==> config.mk <==
export PLATFORM = sky130hd
export DESIGN_NAME = mmcm_drp_reconfig_flat
export DESIGN_NICKNAME = d
export VERILOG_FILES = /design/src/rtl/mmcm_drp_reconfig_if.sv /design/src/rtl/mmcm_drp_reconfig.sv /design/src/flat_wrapper.sv
export SDC_FILE = /design/constraint.sdc
export NUM_CORES = 1
export LEC_CHECK = 0
export BUFFER_PORTS_ARGS = -buffer_cell sky130_fd_sc_hd__buf_2
export CAP_MARGIN = 10
export CELL_PAD_IN_SITES_DETAIL_PLACEMENT = 0
export CELL_PAD_IN_SITES_GLOBAL_PLACEMENT = 2
export CORE_MARGIN = 3
export CORE_UTILIZATION = 37
export CTS_BUF_LIST = sky130_fd_sc_hd__clkbuf_4 sky130_fd_sc_hd__clkbuf_8
export CTS_CLUSTER_SIZE = 12
export DETAILED_ROUTE_END_ITERATION = 7
export PLACE_DENSITY_LB_ADDON = 0.1
export SLEW_MARGIN = 40
export SYNTH_ARGS = -nofsm -noshare
export SYNTH_HDL_FRONTEND = slang
export SYNTH_SLANG_ARGS = --single-unit
==> constraint.sdc <==
create_clock -name clk -period 3.1 [get_ports clk]
set_input_delay 0.31 -clock clk [delete_from_list [all_inputs] [get_ports clk]]
set_output_delay 0.31 -clock clk [all_outputs]
set_load 0.05 [all_outputs]
==> src/rtl/mmcm_drp_reconfig_if.sv <==
// Request/completion handshake and DRP bus of the MMCM divider reconfiguration controller.
// The controller drives the DRP bus, so it takes the master modport.
interface mmcm_drp_reconfig_if;
  logic        req_valid;
  logic        req_ready;
  logic [2:0]  req_output;
  logic [7:0]  req_divide;
  logic        done_valid;
  logic [2:0]  done_status;
  logic        busy;
  logic        drp_en;
  logic        drp_we;
  logic [6:0]  drp_addr;
  logic [15:0] drp_di;
  logic [15:0] drp_do;
  logic        drp_rdy;

  modport master (
    input  req_valid, req_output, req_divide, drp_do, drp_rdy,
    output req_ready, done_valid, done_status, busy, drp_en, drp_we, drp_addr, drp_di
  );

  modport slave (
    output req_valid, req_output, req_divide, drp_do, drp_rdy,
    input  req_ready, done_valid, done_status, busy, drp_en, drp_we, drp_addr, drp_di
  );
endinterface

==> src/rtl/mmcm_drp_reconfig.sv <==
// Runtime reprogramming of one MMCME4 CLKOUTn integer divider over DRP.
// Holds the MMCM in reset, read-modify-writes ClkReg1/ClkReg2, releases reset and
// waits for LOCKED, gating the downstream BUFGCE CE across the update.
// Optional macro MMCM_DRP_READBACK_EN: verify each write with a readback (status 4 on mismatch).
module mmcm_drp_reconfig #(
  parameter int RST_HOLD     = 16,
  parameter int DRP_TIMEOUT  = 256,
  parameter int LOCK_TIMEOUT = 65536
) (
  input  logic                clk,
  input  logic                rst_n,
  mmcm_drp_reconfig_if.master bus,
  output logic                mmcm_rst,
  input  logic                mmcm_locked,
  output logic                clk_en
);

  localparam int LOCK_BLANK = 4;
  localparam int CNT_MAX = (LOCK_TIMEOUT > DRP_TIMEOUT)
                         ? ((LOCK_TIMEOUT > RST_HOLD) ? LOCK_TIMEOUT : RST_HOLD)
                         : ((DRP_TIMEOUT > RST_HOLD) ? DRP_TIMEOUT : RST_HOLD);
  localparam int CNT_W = $clog2(CNT_MAX + LOCK_BLANK + 1);

  typedef enum logic [3:0] {
    S_IDLE, S_CHECK, S_RST_HOLD, S_RD1, S_WR1, S_VF1, S_RD2, S_WR2, S_VF2,
    S_RELEASE, S_LOCK_WAIT, S_DONE
  } state_t;

  // ClkReg1 address of each CLKOUT; ClkReg2 always sits at the next address.
  function automatic logic [6:0] reg1_addr(input logic [2:0] o);
    case (o)
      3'd0:    return 7'h08;
      3'd1:    return 7'h0A;
      3'd2:    return 7'h0C;
      3'd3:    return 7'h0E;
      3'd4:    return 7'h10;
      3'd5:    return 7'h06;
      default: return 7'h12;
    endcase
  endfunction

  // HIGH_TIME/LOW_TIME fields; 64 wraps to 0 in 6 bits, divide-by-1 uses 1/1.
  function automatic logic [11:0] enc_hilo(input logic [7:0] d);
    logic [7:0] hi;
    logic [7:0] lo;
    hi = (d == 8'd1) ? 8'd1 : (d >> 1);
    lo = (d == 8'd1) ? 8'd1 : (d - hi);
    return {hi[5:0], lo[5:0]};
  endfunction

  // ClkReg2 keeps everything except EDGE (bit 7) and NO_COUNT (bit 6).
  function automatic logic [15:0] enc_reg2(input logic [15:0] old, input logic [7:0] d);
    return {old[15:8], d[0], (d == 8'd1), old[5:0]};
  endfunction

  // DRP failure dominates readback failure, which dominates the lock result.
  function automatic logic [2:0] final_status(input logic drp_err, input logic vf_err,
                                              input logic [2:0] lock_code);
    if (drp_err)     return 3'd2;
    else if (vf_err) return 3'd4;
    else             return lock_code;
  endfunction

  state_t      r_state, w_state_nxt;
  logic [2:0]  r_out, w_out_nxt;
  logic [7:0]  r_div, w_div_nxt;
  logic [CNT_W-1:0] r_cnt, w_cnt_nxt;
  logic        r_drp_err, w_drp_err_nxt;
  logic        r_vf_err, w_vf_err_nxt;
  logic [2:0]  r_status, w_status_nxt;
  logic        r_ready, w_ready_nxt;
  logic        r_busy, w_busy_nxt;
  logic        r_done, w_done_nxt;
  logic        r_mmcm_rst, w_mmcm_rst_nxt;
  logic        r_clk_en, w_clk_en_nxt;
  logic        r_drp_en, w_drp_en_nxt;
  logic        r_drp_we, w_drp_we_nxt;
  logic [6:0]  r_drp_addr, w_drp_addr_nxt;
  logic [15:0] r_drp_di, w_drp_di_nxt;
  logic        r_lock_s1, r_lock_s2;
  logic [6:0]  w_addr1;
  logic        w_bad_req;

  assign w_addr1   = reg1_addr(r_out);
  assign w_bad_req = (r_out == 3'd7) || (r_div == 8'd0) || (r_div > 8'd128);

  // Two-flop synchroniser for the asynchronous LOCKED input.
  always_ff @(posedge clk or negedge rst_n) begin
    if (!rst_n) begin
      r_lock_s1 <= 1'b0;
      r_lock_s2 <= 1'b0;
    end else begin
      r_lock_s1 <= mmcm_locked;
      r_lock_s2 <= r_lock_s1;
    end
  end

  // Next-state and registered-output logic; DRP accesses launch on entry to an access state.
  always_comb begin
    w_state_nxt    = r_state;
    w_out_nxt      = r_out;
    w_div_nxt      = r_div;
    w_cnt_nxt      = r_cnt + 1'b1;
    w_drp_err_nxt  = r_drp_err;
    w_vf_err_nxt   = r_vf_err;
    w_status_nxt   = r_status;
    w_mmcm_rst_nxt = r_mmcm_rst;
    w_clk_en_nxt   = r_clk_en;
    w_drp_en_nxt   = 1'b0;
    w_drp_we_nxt   = 1'b0;
    w_drp_addr_nxt = r_drp_addr;
    w_drp_di_nxt   = r_drp_di;

    case (r_state)
      S_IDLE: begin
        w_cnt_nxt    = r_cnt;
        w_clk_en_nxt = r_lock_s2;
        if (bus.req_valid && r_ready) begin
          w_out_nxt     = bus.req_output;
          w_div_nxt     = bus.req_divide;
          w_drp_err_nxt = 1'b0;
          w_vf_err_nxt  = 1'b0;
          w_state_nxt   = S_CHECK;
        end
      end
      S_CHECK: begin
        if (w_bad_req) begin
          w_status_nxt = 3'd1;
          w_state_nxt  = S_DONE;
        end else begin
          w_state_nxt  = S_RST_HOLD;
        end
      end
      S_RST_HOLD: begin
        if (r_cnt == CNT_W'(RST_HOLD - 1)) w_state_nxt = S_RD1;
      end
      S_RD1, S_WR1, S_RD2, S_WR2
`ifdef MMCM_DRP_READBACK_EN
      , S_VF1, S_VF2
`endif
      : begin
        if (bus.drp_rdy) begin
          case (r_state)
            S_RD1: w_state_nxt = S_WR1;
            S_RD2: w_state_nxt = S_WR2;
`ifdef MMCM_DRP_READBACK_EN
            S_WR1: w_state_nxt = S_VF1;
            S_WR2: w_state_nxt = S_VF2;
            S_VF1: begin
              w_vf_err_nxt = (bus.drp_do != r_drp_di);
              w_state_nxt  = (bus.drp_do != r_drp_di) ? S_RELEASE : S_RD2;
            end
            S_VF2: begin
              w_vf_err_nxt = (bus.drp_do != r_drp_di);
              w_state_nxt  = S_RELEASE;
            end
`else
            S_WR1: w_state_nxt = S_RD2;
            S_WR2: w_state_nxt = S_RELEASE;
`endif
            default: w_state_nxt = S_RELEASE;
          endcase
        end else if (r_cnt == CNT_W'(DRP_TIMEOUT - 1)) begin
          w_drp_err_nxt = 1'b1;
          w_state_nxt   = S_RELEASE;
        end
      end
      S_RELEASE: w_state_nxt = S_LOCK_WAIT;
      S_LOCK_WAIT: begin
        if (r_cnt >= CNT_W'(LOCK_BLANK) && r_lock_s2) begin
          w_clk_en_nxt = 1'b1;
          w_status_nxt = final_status(r_drp_err, r_vf_err, 3'd0);
          w_state_nxt  = S_DONE;
        end else if (r_cnt == CNT_W'(LOCK_TIMEOUT - 1)) begin
          w_status_nxt = final_status(r_drp_err, r_vf_err, 3'd3);
          w_state_nxt  = S_DONE;
        end
      end
      S_DONE:  w_state_nxt = S_IDLE;
      default: w_state_nxt = S_IDLE;
    endcase

    if (w_state_nxt != r_state) begin
      w_cnt_nxt = '0;
      case (w_state_nxt)
        S_RST_HOLD: begin
          w_mmcm_rst_nxt = 1'b1;
          w_clk_en_nxt   = 1'b0;
        end
        S_RD1, S_VF1: begin
          w_drp_en_nxt   = 1'b1;
          w_drp_addr_nxt = w_addr1;
        end
        S_RD2, S_VF2: begin
          w_drp_en_nxt   = 1'b1;
          w_drp_addr_nxt = w_addr1 + 7'd1;
        end
        S_WR1: begin
          w_drp_en_nxt   = 1'b1;
          w_drp_we_nxt   = 1'b1;
          w_drp_addr_nxt = w_addr1;
          w_drp_di_nxt   = {bus.drp_do[15:12], enc_hilo(r_div)};
        end
        S_WR2: begin
          w_drp_en_nxt   = 1'b1;
          w_drp_we_nxt   = 1'b1;
          w_drp_addr_nxt = w_addr1 + 7'd1;
          w_drp_di_nxt   = enc_reg2(bus.drp_do, r_div);
        end
        S_RELEASE: w_mmcm_rst_nxt = 1'b0;
        default: ;
      endcase
    end

    w_ready_nxt = (w_state_nxt == S_IDLE);
    w_done_nxt  = (w_state_nxt == S_DONE);
    w_busy_nxt  = (w_state_nxt != S_IDLE) && (w_state_nxt != S_DONE);
  end

  // State and output registers.
  always_ff @(posedge clk or negedge rst_n) begin
    if (!rst_n) begin
      r_state    <= S_IDLE;
      r_out      <= '0;
      r_div      <= '0;
      r_cnt      <= '0;
      r_drp_err  <= 1'b0;
      r_vf_err   <= 1'b0;
      r_status   <= '0;
      r_ready    <= 1'b0;
      r_busy     <= 1'b0;
      r_done     <= 1'b0;
      r_mmcm_rst <= 1'b0;
      r_clk_en   <= 1'b0;
      r_drp_en   <= 1'b0;
      r_drp_we   <= 1'b0;
      r_drp_addr <= '0;
      r_drp_di   <= '0;
    end else begin
      r_state    <= w_state_nxt;
      r_out      <= w_out_nxt;
      r_div      <= w_div_nxt;
      r_cnt      <= w_cnt_nxt;
      r_drp_err  <= w_drp_err_nxt;
      r_vf_err   <= w_vf_err_nxt;
      r_status   <= w_status_nxt;
      r_ready    <= w_ready_nxt;
      r_busy     <= w_busy_nxt;
      r_done     <= w_done_nxt;
      r_mmcm_rst <= w_mmcm_rst_nxt;
      r_clk_en   <= w_clk_en_nxt;
      r_drp_en   <= w_drp_en_nxt;
      r_drp_we   <= w_drp_we_nxt;
      r_drp_addr <= w_drp_addr_nxt;
      r_drp_di   <= w_drp_di_nxt;
    end
  end

  assign bus.req_ready   = r_ready;
  assign bus.done_valid  = r_done;
  assign bus.done_status = r_status;
  assign bus.busy        = r_busy;
  assign bus.drp_en      = r_drp_en;
  assign bus.drp_we      = r_drp_we;
  assign bus.drp_addr    = r_drp_addr;
  assign bus.drp_di      = r_drp_di;
  assign mmcm_rst        = r_mmcm_rst;
  assign clk_en          = r_clk_en;

endmodule

==> src/flat_wrapper.sv <==
// flat-port wrapper written by rule: the top's interface ports become plain ports
module mmcm_drp_reconfig_flat 
#(
  parameter int RST_HOLD     = 16,
  parameter int DRP_TIMEOUT  = 256,
  parameter int LOCK_TIMEOUT = 65536
)
  (clk, rst_n, mmcm_rst, mmcm_locked, clk_en, bus_req_valid, bus_req_output, bus_req_divide, bus_drp_do, bus_drp_rdy, bus_req_ready, bus_done_valid, bus_done_status, bus_busy, bus_drp_en, bus_drp_we, bus_drp_addr, bus_drp_di);
  mmcm_drp_reconfig_if bus_i ();
  input  logic clk;
  input  logic rst_n;
  output logic mmcm_rst;
  input  logic mmcm_locked;
  output logic clk_en;
  input wire logic [$bits(bus_i.req_valid)-1:0] bus_req_valid;
  input wire logic [$bits(bus_i.req_output)-1:0] bus_req_output;
  input wire logic [$bits(bus_i.req_divide)-1:0] bus_req_divide;
  input wire logic [$bits(bus_i.drp_do)-1:0] bus_drp_do;
  input wire logic [$bits(bus_i.drp_rdy)-1:0] bus_drp_rdy;
  output wire logic [$bits(bus_i.req_ready)-1:0] bus_req_ready;
  output wire logic [$bits(bus_i.done_valid)-1:0] bus_done_valid;
  output wire logic [$bits(bus_i.done_status)-1:0] bus_done_status;
  output wire logic [$bits(bus_i.busy)-1:0] bus_busy;
  output wire logic [$bits(bus_i.drp_en)-1:0] bus_drp_en;
  output wire logic [$bits(bus_i.drp_we)-1:0] bus_drp_we;
  output wire logic [$bits(bus_i.drp_addr)-1:0] bus_drp_addr;
  output wire logic [$bits(bus_i.drp_di)-1:0] bus_drp_di;
  assign bus_i.req_valid = bus_req_valid;
  assign bus_i.req_output = bus_req_output;
  assign bus_i.req_divide = bus_req_divide;
  assign bus_i.drp_do = bus_drp_do;
  assign bus_i.drp_rdy = bus_drp_rdy;
  assign bus_req_ready = bus_i.req_ready;
  assign bus_done_valid = bus_i.done_valid;
  assign bus_done_status = bus_i.done_status;
  assign bus_busy = bus_i.busy;
  assign bus_drp_en = bus_i.drp_en;
  assign bus_drp_we = bus_i.drp_we;
  assign bus_drp_addr = bus_i.drp_addr;
  assign bus_drp_di = bus_i.drp_di;
  mmcm_drp_reconfig #(.RST_HOLD(RST_HOLD), .DRP_TIMEOUT(DRP_TIMEOUT), .LOCK_TIMEOUT(LOCK_TIMEOUT)) u_core (.clk(clk), .rst_n(rst_n), .bus(bus_i), .mmcm_rst(mmcm_rst), .mmcm_locked(mmcm_locked), .clk_en(clk_en));
endmodule
# After elaboration in Yosys (flattened, before gate mapping)
# Index checks and enable logic that the tools add are counted.
[op_classes] n_addsub=3 order_cmp=2 n_eq_ne=35 mux=35 n_reduce_logical=26
[op_table] cell="$mux 17" n=2
[op_table] cell="$pmux 16 s2" n=1
[op_table] cell="$pmux 5 s6" n=1
[op_table] cell="$eq 4x3->1 const B" n=7
[op_table] cell="$mux 4" n=7
[op_table] cell="$pmux 4 s6" n=1
[op_table] cell="$eq 4x4->1 const B" n=5
[op_table] cell="$add 17x1->17 const B" n=1
[op_table] cell="$eq 17x16->1 const B" n=1
[op_table] cell="$eq 17x4->1 const B" n=1
[op_table] cell="$eq 17x8->1 const B" n=1
[op_table] cell="$ge 17x3->1 const B" n=1
[op_table] cell="$eq 4x2->1 const B" n=4
[op_table] cell="$pmux 7 s2" n=1
[op_table] cell="$mux 6" n=2
[op_table] cell="$pmux 4 s3" n=1
[op_table] cell="$mux 1" n=11
[op_table] cell="$reduce_bool 2->1" n=5
[op_table] cell="$eq 3x3->1 const B" n=3
[op_table] cell="$mux 3" n=3
[op_table] cell="$eq 8x1->1 const B" n=1
[op_table] cell="$gt 8x8->1 const B" n=1
[op_table] cell="$logic_not 4->1" n=2
[op_table] cell="$logic_not 8->1" n=1
[op_table] cell="24 further kinds" n=37
[word_totals] reg_bits=68 elab_cells=118

# Logic depth before layout (Yosys ltp)
# Gate-level depths: netlist of the first run.
[logic_depth] word_depth=9 mapped_depth=13 mapped_depth_nobuf=11

# Worst setup path after synthesis of the first run
# OpenSTA, ideal clock, no wires.
[synth_timing] path_kind="register -> register" from="reg u_core.r_cnt[4]" to="reg u_core.r_drp_di[10], in the netlist u_core.bus.drp_di[10]" setup_ps=128 t_arrival_ps=2538 required_ps=2972 setup_slack_ps=434 stages_incl_launch_ff=14 path_buffers=2 period_less_slack_ps=2666 path_cell_list="dfrtp_1 > and4_1 > buf_4 > and2_1 > nand3_1 > nor3_1 > ha_1 > nand2_1 > o21ai_1 > o41ai_2 > o21ai_2 > o211ai_4 > buf_6 > mux2_1"
[synth_via] elab_chain_cells=7 elab_cells_between_ends=17 classes_between="order compare: 1; eq/ne: 6; mux: 7; reduce/logical: 3"
[synth_rtl] item="from (decl)" line_no="mmcm_drp_reconfig.sv:67" text="logic [CNT_W-1:0] r_cnt, w_cnt_nxt;"
[synth_rtl] item="from (signal assigned)" line_no="mmcm_drp_reconfig.sv:243" text="r_cnt <= w_cnt_nxt;"
[synth_rtl] item="$ge 17x3->1 (tied with other cells)" line_no="mmcm_drp_reconfig.sv:170" text="if (r_cnt >= CNT_W'(LOCK_BLANK) && r_lock_s2) begin"
[synth_rtl] item="$logic_and 1x1->1 (tied with other cells)" line_no="mmcm_drp_reconfig.sv:170"
[synth_rtl] item="$mux 4 (on tied branches)" line_no="mmcm_drp_reconfig.sv:170, mmcm_drp_reconfig.sv:142"
[synth_rtl] item="$pmux 4 s6 *" line_no="mmcm_drp_reconfig.sv:114" text="case (r_state)"
[synth_rtl] item="$eq 4x3->1" line_no="mmcm_drp_reconfig.sv:185" text="case (w_state_nxt)"
[synth_rtl] item="$reduce_bool 2->1 (no source line)"
[synth_rtl] item="$reduce_and 2->1 (no source line)"
[synth_rtl] item="to (signal assigned)" line_no="mmcm_drp_reconfig.sv:255" text="r_drp_di <= w_drp_di_nxt;"
[synth_rtl] item="to (decl)" line_no="mmcm_drp_reconfig.sv:79" text="logic [15:0] r_drp_di, w_drp_di_nxt;"
# Every way passes the cells marked *; elsewhere a longest branch is shown, timed or not. The select of a mux whose other input is x is not followed.
# A chain may end at the register's enable or synchronous reset.

# Worst setup path after layout of the first run
[layout_timing] from="reg u_core.r_div[2]" to="reg u_core.r_drp_di[5], in the netlist u_core.bus.drp_di[5]"
[layout_via] elab_chain_cells=8 elab_cells_between_ends=16 classes_between="add/sub: 1; order compare: 1; eq/ne: 4; mux: 5; reduce/logical: 5"
[layout_rtl] item="from (decl)" line_no="mmcm_drp_reconfig.sv:66" text="logic [7:0] r_div, w_div_nxt;"
[layout_rtl] item="from (signal assigned)" line_no="mmcm_drp_reconfig.sv:242" text="r_div <= w_div_nxt;"
[layout_rtl] item="branches (longest 8 deep; another with $gt 8x8->1)"
# Several ways; the timed one is not identified. The select of a mux whose other input is x is not followed.

==> reports/metrics.yaml, run 1 <==
coreArea_um2: 9370
wl_um: 8180
path_cells: "inv_1 > ha_1 > nor4b_2 > and4b_1 > or3_1 > nand3_1 > o211ai_4 > mux2_2"
tns_ns: 0
rows: 35
hold_viol: 0
track_usage: 0.156
cp.required_ns: 3.32
period_share: 0.915
numPortBuffers: 59
min_path_type: "in2reg"
leakage_nw: 2.01
cp_max_fo: 15
ys_warn_count: 0
slowest_stage: "o211ai_4"
yosysUniqueCellTypes: 66
place_congestion: 0.829
cp-end-kind: "register"
final_layout_size_suffix_gt1_frac: 0.284
synth_area_leader_cell: "dfrtp_1"
num-fill-cells: 945
grt_pass1_wl_um: 13600
cts_tree: "done"
ioPinCount: 65
hpwl_um: 6080
slowest_delay_ns: 0.57
tightest_slew_ns: 0.609
fin_worst_skew_ns: 0.0120
worst-setup-path-type: "reg2reg"
viasPerCell: 4.92
cts.htree.levels: 3
design_area_um2: 4240
dr.pass1.iters: 4
clock_sinks: 65
netlist.area_leader.share: 0.450
synthCells: 347
antenna_found_initial: 0
synth.area.top_cells: "dfrtp_1, mux2_2, ha_1"
ys_async_sr_fraction: 1.00
rsz0062_at_grt: "no"
relSlewSlack: 0.592
syn_area_per_cell_um2: 10.4
clk_latency_ns: 0.34
die_h_um: 105
dp_cells: 531
syn2layout_area_growth_pct: 17.4
drt_iter0_drc: 96
place_area_um2: 4050
clk_pin_slew_worst_paths_ns: 0.07
cp-start-kind: "register"
status: "finished, final reports clean"
powerDensity_nw_per_um2: 1100
hold_path_depth: 1
dieArea_um2: 11000
finish.utilization: 0.453
finalNonFillerCells: 548
reg2reg_depth: 8
initial_core_util: 0.385
period_minus_slack_ns: 2.84
p_total_w: 0.00467
grt_max_degree: 38
ys_seq_area_frac: 0.450
drv_cap: 0
fmax_mhz: 353
setup_viol: 0
multi_input_area_um2: 1780
grt_pass1_vias: 2699
final-max-slew-violation-count: 0
drc: 0
ant_nets: 0
ir_worst_vdd_mv: 0.439
cts.root.buffer_cell: "clkbuf_8"
synth-main-ff-cell: "dfrtp_1"
synth.cell_area_um2: 3610
grt_overflow: 0
clockBufferDepth: 2
area.sequential_um2: 1630
via_count: 2694
fp.dieW_um: 105
ys_ff_latch: 65
synth_edf_count: 0
final_nets: 458
wl_per_cell_um: 14.9
cp_data_arrival_time_ns: 3.06
cts_made_buffers: 9
antenna_cells: 0
==> logic make-up after synthesis <==
group | count (synthesis) | synth area share
mux | 32 | 0.0980
buf+inv | 43 | 0.0582
fa+ha+maj | 12 | 0.0436
xor+xnor | 19 | 0.0461
compound gates | 57 | 0.117
simple gates | 118 | 0.185
flops | 65 | 0.450
other cells | 1 | 0.00104
==> area by class of cell <==
class,count,share of cell area
Clock buffer,12,0.0360
Clock inverter,4,0.00678
Inverter,25,0.0221
Multi-Input combinational cell,241,0.420
Sequential cell,65,0.383
Tap cell,129,0.0381
Timing Repair Buffer,72,0.0932
==> flip-flops by register name, indices dropped and copies added (netlist names), 2 cells and up <==
name and count:
u_core.bus.done_status 2, u_core.bus.drp_addr 5, u_core.bus.drp_di 16, u_core.r_cnt 17, u_core.r_div 8, u_core.r_out 3, u_core.r_state 4
==> metal layers <==
layer | GRT usage | wire length, um | vias up
met5 | 0 | 0 | -
met4 | 0.0403 | 77 | 0
met3 | 0.0457 | 336 | 6
met2 | 0.258 | 3970 | 42
met1 | 0.198 | 3790 | 1306
li1 | - | - | 1340
==> Yosys cell counts, types with 3 or more instances <==
| cell type | instances |
|---|---|
| buf_6 | 3 |
| nor4_1 | 3 |
| o21bai_1 | 3 |
| a211oi_1 | 3 |
| o211ai_1 | 3 |
| inv_1 | 25 |
| xnor2_1 | 9 |
| nor3_1 | 8 |
| clkbuf_1 | 4 |
| o21ai_0 | 15 |
| nor2_1 | 26 |
| nor2b_1 | 6 |
| buf_4 | 5 |
| ha_1 | 11 |
| and4_1 | 3 |
| nand3_1 | 8 |
| nand4_1 | 3 |
| mux2i_1 | 8 |
| nand2b_1 | 3 |
| a31oi_1 | 3 |
| a21oi_1 | 6 |
| mux2_1 | 5 |
| dfrtp_1 | 65 |
| nand2_1 | 27 |
| buf_2 | 6 |
| mux2_2 | 18 |
| xor2_1 | 10 |
| and3_1 | 9 |
==> where the power goes <==
| part | leakage (nW) | internal (W) | switching (W) | total [W] |
|---|---|---|---|---|
| registers | 0.794 | 0.00115 | 0.000271 | 0.00142 |
| logic | 1.12 | 0.000987 | 0.00160 | 0.00259 |
| clock network | 0.0894 | 0.000330 | 0.000334 | 0.000665 |
| total | 2.01 | 0.00246 | 0.00221 | 0.00467 |
==> path summary, 6_finish.rpt <==
path | startpoint | end | slack (ns)
setup / recovery | u_core.r_div[2] | u_core.bus.drp_di[5] | 0.26
hold / removal | mmcm_locked | u_core.r_lock_s1 | 0.07
setup reg to reg | u_core.r_div[2] | u_core.bus.drp_di[5] | 0.26
hold reg to reg | u_core.r_lock_s1 | u_core.r_lock_s2 | 0.36
max in group asynchronous | rst_n | u_core.bus.drp_di[11] | 2.16
min in group asynchronous | rst_n | u_core.r_state[3] | 0.54
==> placed cells by master (no fill, tap or decap), types with 5 or more instances in the layout <==
cell / Yosys / layout
a21oi_1: 6 / 6
and3_1: 9 / 9
buf_2: 6 / 59
buf_4: 5 / 12
clkbuf_8: 0 / 10
dfrtp_1: 65 / 65
ha_1: 11 / 11
inv_1: 25 / 25
mux2_1: 5 / 5
mux2_2: 18 / 18
mux2i_1: 8 / 8
nand2_1: 27 / 27
nand3_1: 8 / 8
nor2_1: 26 / 26
nor2b_1: 6 / 6
nor3_1: 8 / 8
o21ai_0: 15 / 15
xnor2_1: 9 / 9
xor2_1: 10 / 10
==> repair_timing <==
action	in CTS	in global routing
endpoints found under the hold margin	27	0
hold buffers	1	0
buffers inserted	0	0
gates resized for setup	0	0
==> worst max-delay path: cells and delay by family (launching register included) <==
kind,cells,cell delay (ns)
AND/OR/NAND/NOR,4,0.97
AO/OA/AOI/OAI,1,0.57
multiplexers,1,0.41
flip-flops,1,0.40
buffers and inverters,1,0.18
adder cells (fa/ha/maj),1,0.18
==> per-stage QoR <==
stage	hold WS (ns)	worst slack [ns]
floorplan	0.0144	0.434
global placement	0.337	0.295
detailed placement	0.348	0.267
CTS	0.0523	0.241
global route	0.0497	0.0406
finish	0.0712	0.264
(Power assumes the default switching activity.)
==> inputs of run 2 (changes only) <==
--- a/config.mk
+++ b/config.mk
@@ -9,12 +9,13 @@
 export CAP_MARGIN = 10
 export CELL_PAD_IN_SITES_DETAIL_PLACEMENT = 0
 export CELL_PAD_IN_SITES_GLOBAL_PLACEMENT = 2
-export CORE_MARGIN = 3
+export CORE_MARGIN = 10
 export CORE_UTILIZATION = 37
 export CTS_BUF_LIST = sky130_fd_sc_hd__clkbuf_4 sky130_fd_sc_hd__clkbuf_8
 export CTS_CLUSTER_SIZE = 12
 export DETAILED_ROUTE_END_ITERATION = 7
 export PLACE_DENSITY_LB_ADDON = 0.1
+export REMOVE_ABC_BUFFERS = 1
 export SLEW_MARGIN = 40
 export SYNTH_ARGS = -nofsm -noshare
 export SYNTH_HDL_FRONTEND = slang
==> reports/metrics.yaml, run 2 (synthesis results as in run 1) <==
status: "finished, final reports clean"
path_common_cell: "a211oi_1"
slowest_stage: "dfrtp_1"
cp_max_fo: 15
drc: 0
clk_pin_slew_worst_paths_ns: 0.07
coreArea_um2: 9640
cts_made_buffers: 9
cp_data_arrival_time_ns: 3.05
worst-setup-path-type: "reg2reg"
clk_latency_ns: 0.34
initial_core_util: 0.375
grt_overflow: 0
cts.htree.levels: 3
min_path_type: "in2async"
grt_pass1_vias: 2853
holdWs_ns: 0.0184
cp.required_ns: 3.32
track_usage: 0.128
cts_tree: "done"
cts_setup_buffers: 0
place_congestion: 0.777
period_share: 0.913
cts.root.buffer_cell: "clkbuf_8"
fmax_mhz: 353
final-max-slew-violation-count: 0
period_minus_slack_ns: 2.83
cp-end-kind: "register"
startpoint: "u_core.r_div[2]"
grt_max_degree: 38
place_area_um2: 4060
syn2layout_area_growth_pct: 17.9
cts_resized: 0
hold_viol: 0
clock_sinks: 65
final_nets: 456
relSlewSlack: 0.535
leakage_nw: 2.02
final_cell_mix: "dfrtp_1, buf_2, nand2_1"
layout_commonest_cell: "dfrtp_1"
reg2reg_from: "u_core.r_div[2]"
wl_per_cell_um: 15.9
fin_worst_skew_ns: 0.00713
final_layout_size_suffix_gt1_frac: 0.281
die_h_um: 119
antenna_cells: 0
tightest_slew_ns: 0.698
cp-start-kind: "register"
dieArea_um2: 14100
regMostFlops: "u_core.r_cnt"
powerDensity_nw_per_um2: 1120
viasPerCell: 4.90
setup_viol: 0
via_count: 2691
ioPinCount: 65
post-place-ws_ns: 0.230
dr.pass1.iters: 4
ir_worst_vdd_mv: 0.470
drt_iter0_drc: 106
ctsHoldBuffers: 0
hpwl_um: 6660
rows: 36
largest_reg_flops: 17
reg2reg_depth: 9
timing.final.ws_setup_ns: 0.271
clockBufferDepth: 2
ant_nets: 0
grt_pass1_wl_um: 14900
antenna_found_initial: 0
design_area_um2: 4260
finish.utilization: 0.442
drv_cap: 0
rsz0062_at_grt: "no"
tns_ns: 0
fp.dieW_um: 119
numPortBuffers: 59
wl_um: 8720
slowest_delay_ns: 0.40
path_cells: "inv_1 > ha_1 > nor4b_2 > a211oi_1 > nor3_2 > a211oi_1 > o21ai_2 > o211ai_4 > mux2_1"
## run 2: changes by cell type in the layout (fill, tap and decap cells not counted), sizes merged
cell and change:
bufinv +1, buf -1, dlygate4sd3 -1, clkinvlp -2
## run 2: metrics by stage
stage	power [W]	instances
global route	0.00516	549
detailed placement	0.00409	534
floorplan	0.00338	331
CTS	0.00485	549
finish	0.00477	549
global placement	0.00407	534
## run 2: critical path: cells and delay by family, from the launching register on
family	cells	cell delay [ns]
flops	1	0.40
compound gates	4	0.84
simple gates	2	0.73
mux	1	0.39
buf+inv	1	0.17
fa+ha+maj	1	0.18
## run 2: per-layer routing
| metal | GRT usage | share of wire | vias up |
|---|---|---|---|
| li1 | - | - | 1334 |
| met4 | 0.0473 | 0.012 | 0 |
| met2 | 0.207 | 0.48 | 47 |
| met5 | 0 | 0 | - |
| met1 | 0.163 | 0.47 | 1299 |
| met3 | 0.0305 | 0.041 | 11 |
## run 2: final cells by class
class	instances	area [um2]
flip-flops and latches	65	1630
multi-input cells	241	1780
inverters	25	93.8
repair buffers	70	390
well taps	133	166
fillers	983	5380
clock buffers	12	159
clock inverters	3	40.0
## run 2: worst paths after layout
kind | endpoint | slack [ns]
hold reg to reg | u_core.r_lock_s2 | 0.39
setup / recovery | u_core.bus.drp_di[10] | 0.27
max in group asynchronous | u_core.bus.drp_di[15] | 2.44
min in group clk | u_core.r_lock_s1 | 0.08
setup reg to reg | u_core.bus.drp_di[10] | 0.27
hold / removal | u_core.bus.drp_addr[0] | 0.02
## run 2: power breakdown
group | total [W] | internal (W) | switching (W)
Combinational | 0.00262 | 0.00100 | 0.00162
Sequential | 0.00141 | 0.00115 | 0.000262
Clock | 0.000743 | 0.000418 | 0.000325
Total | 0.00477 | 0.00257 | 0.00221
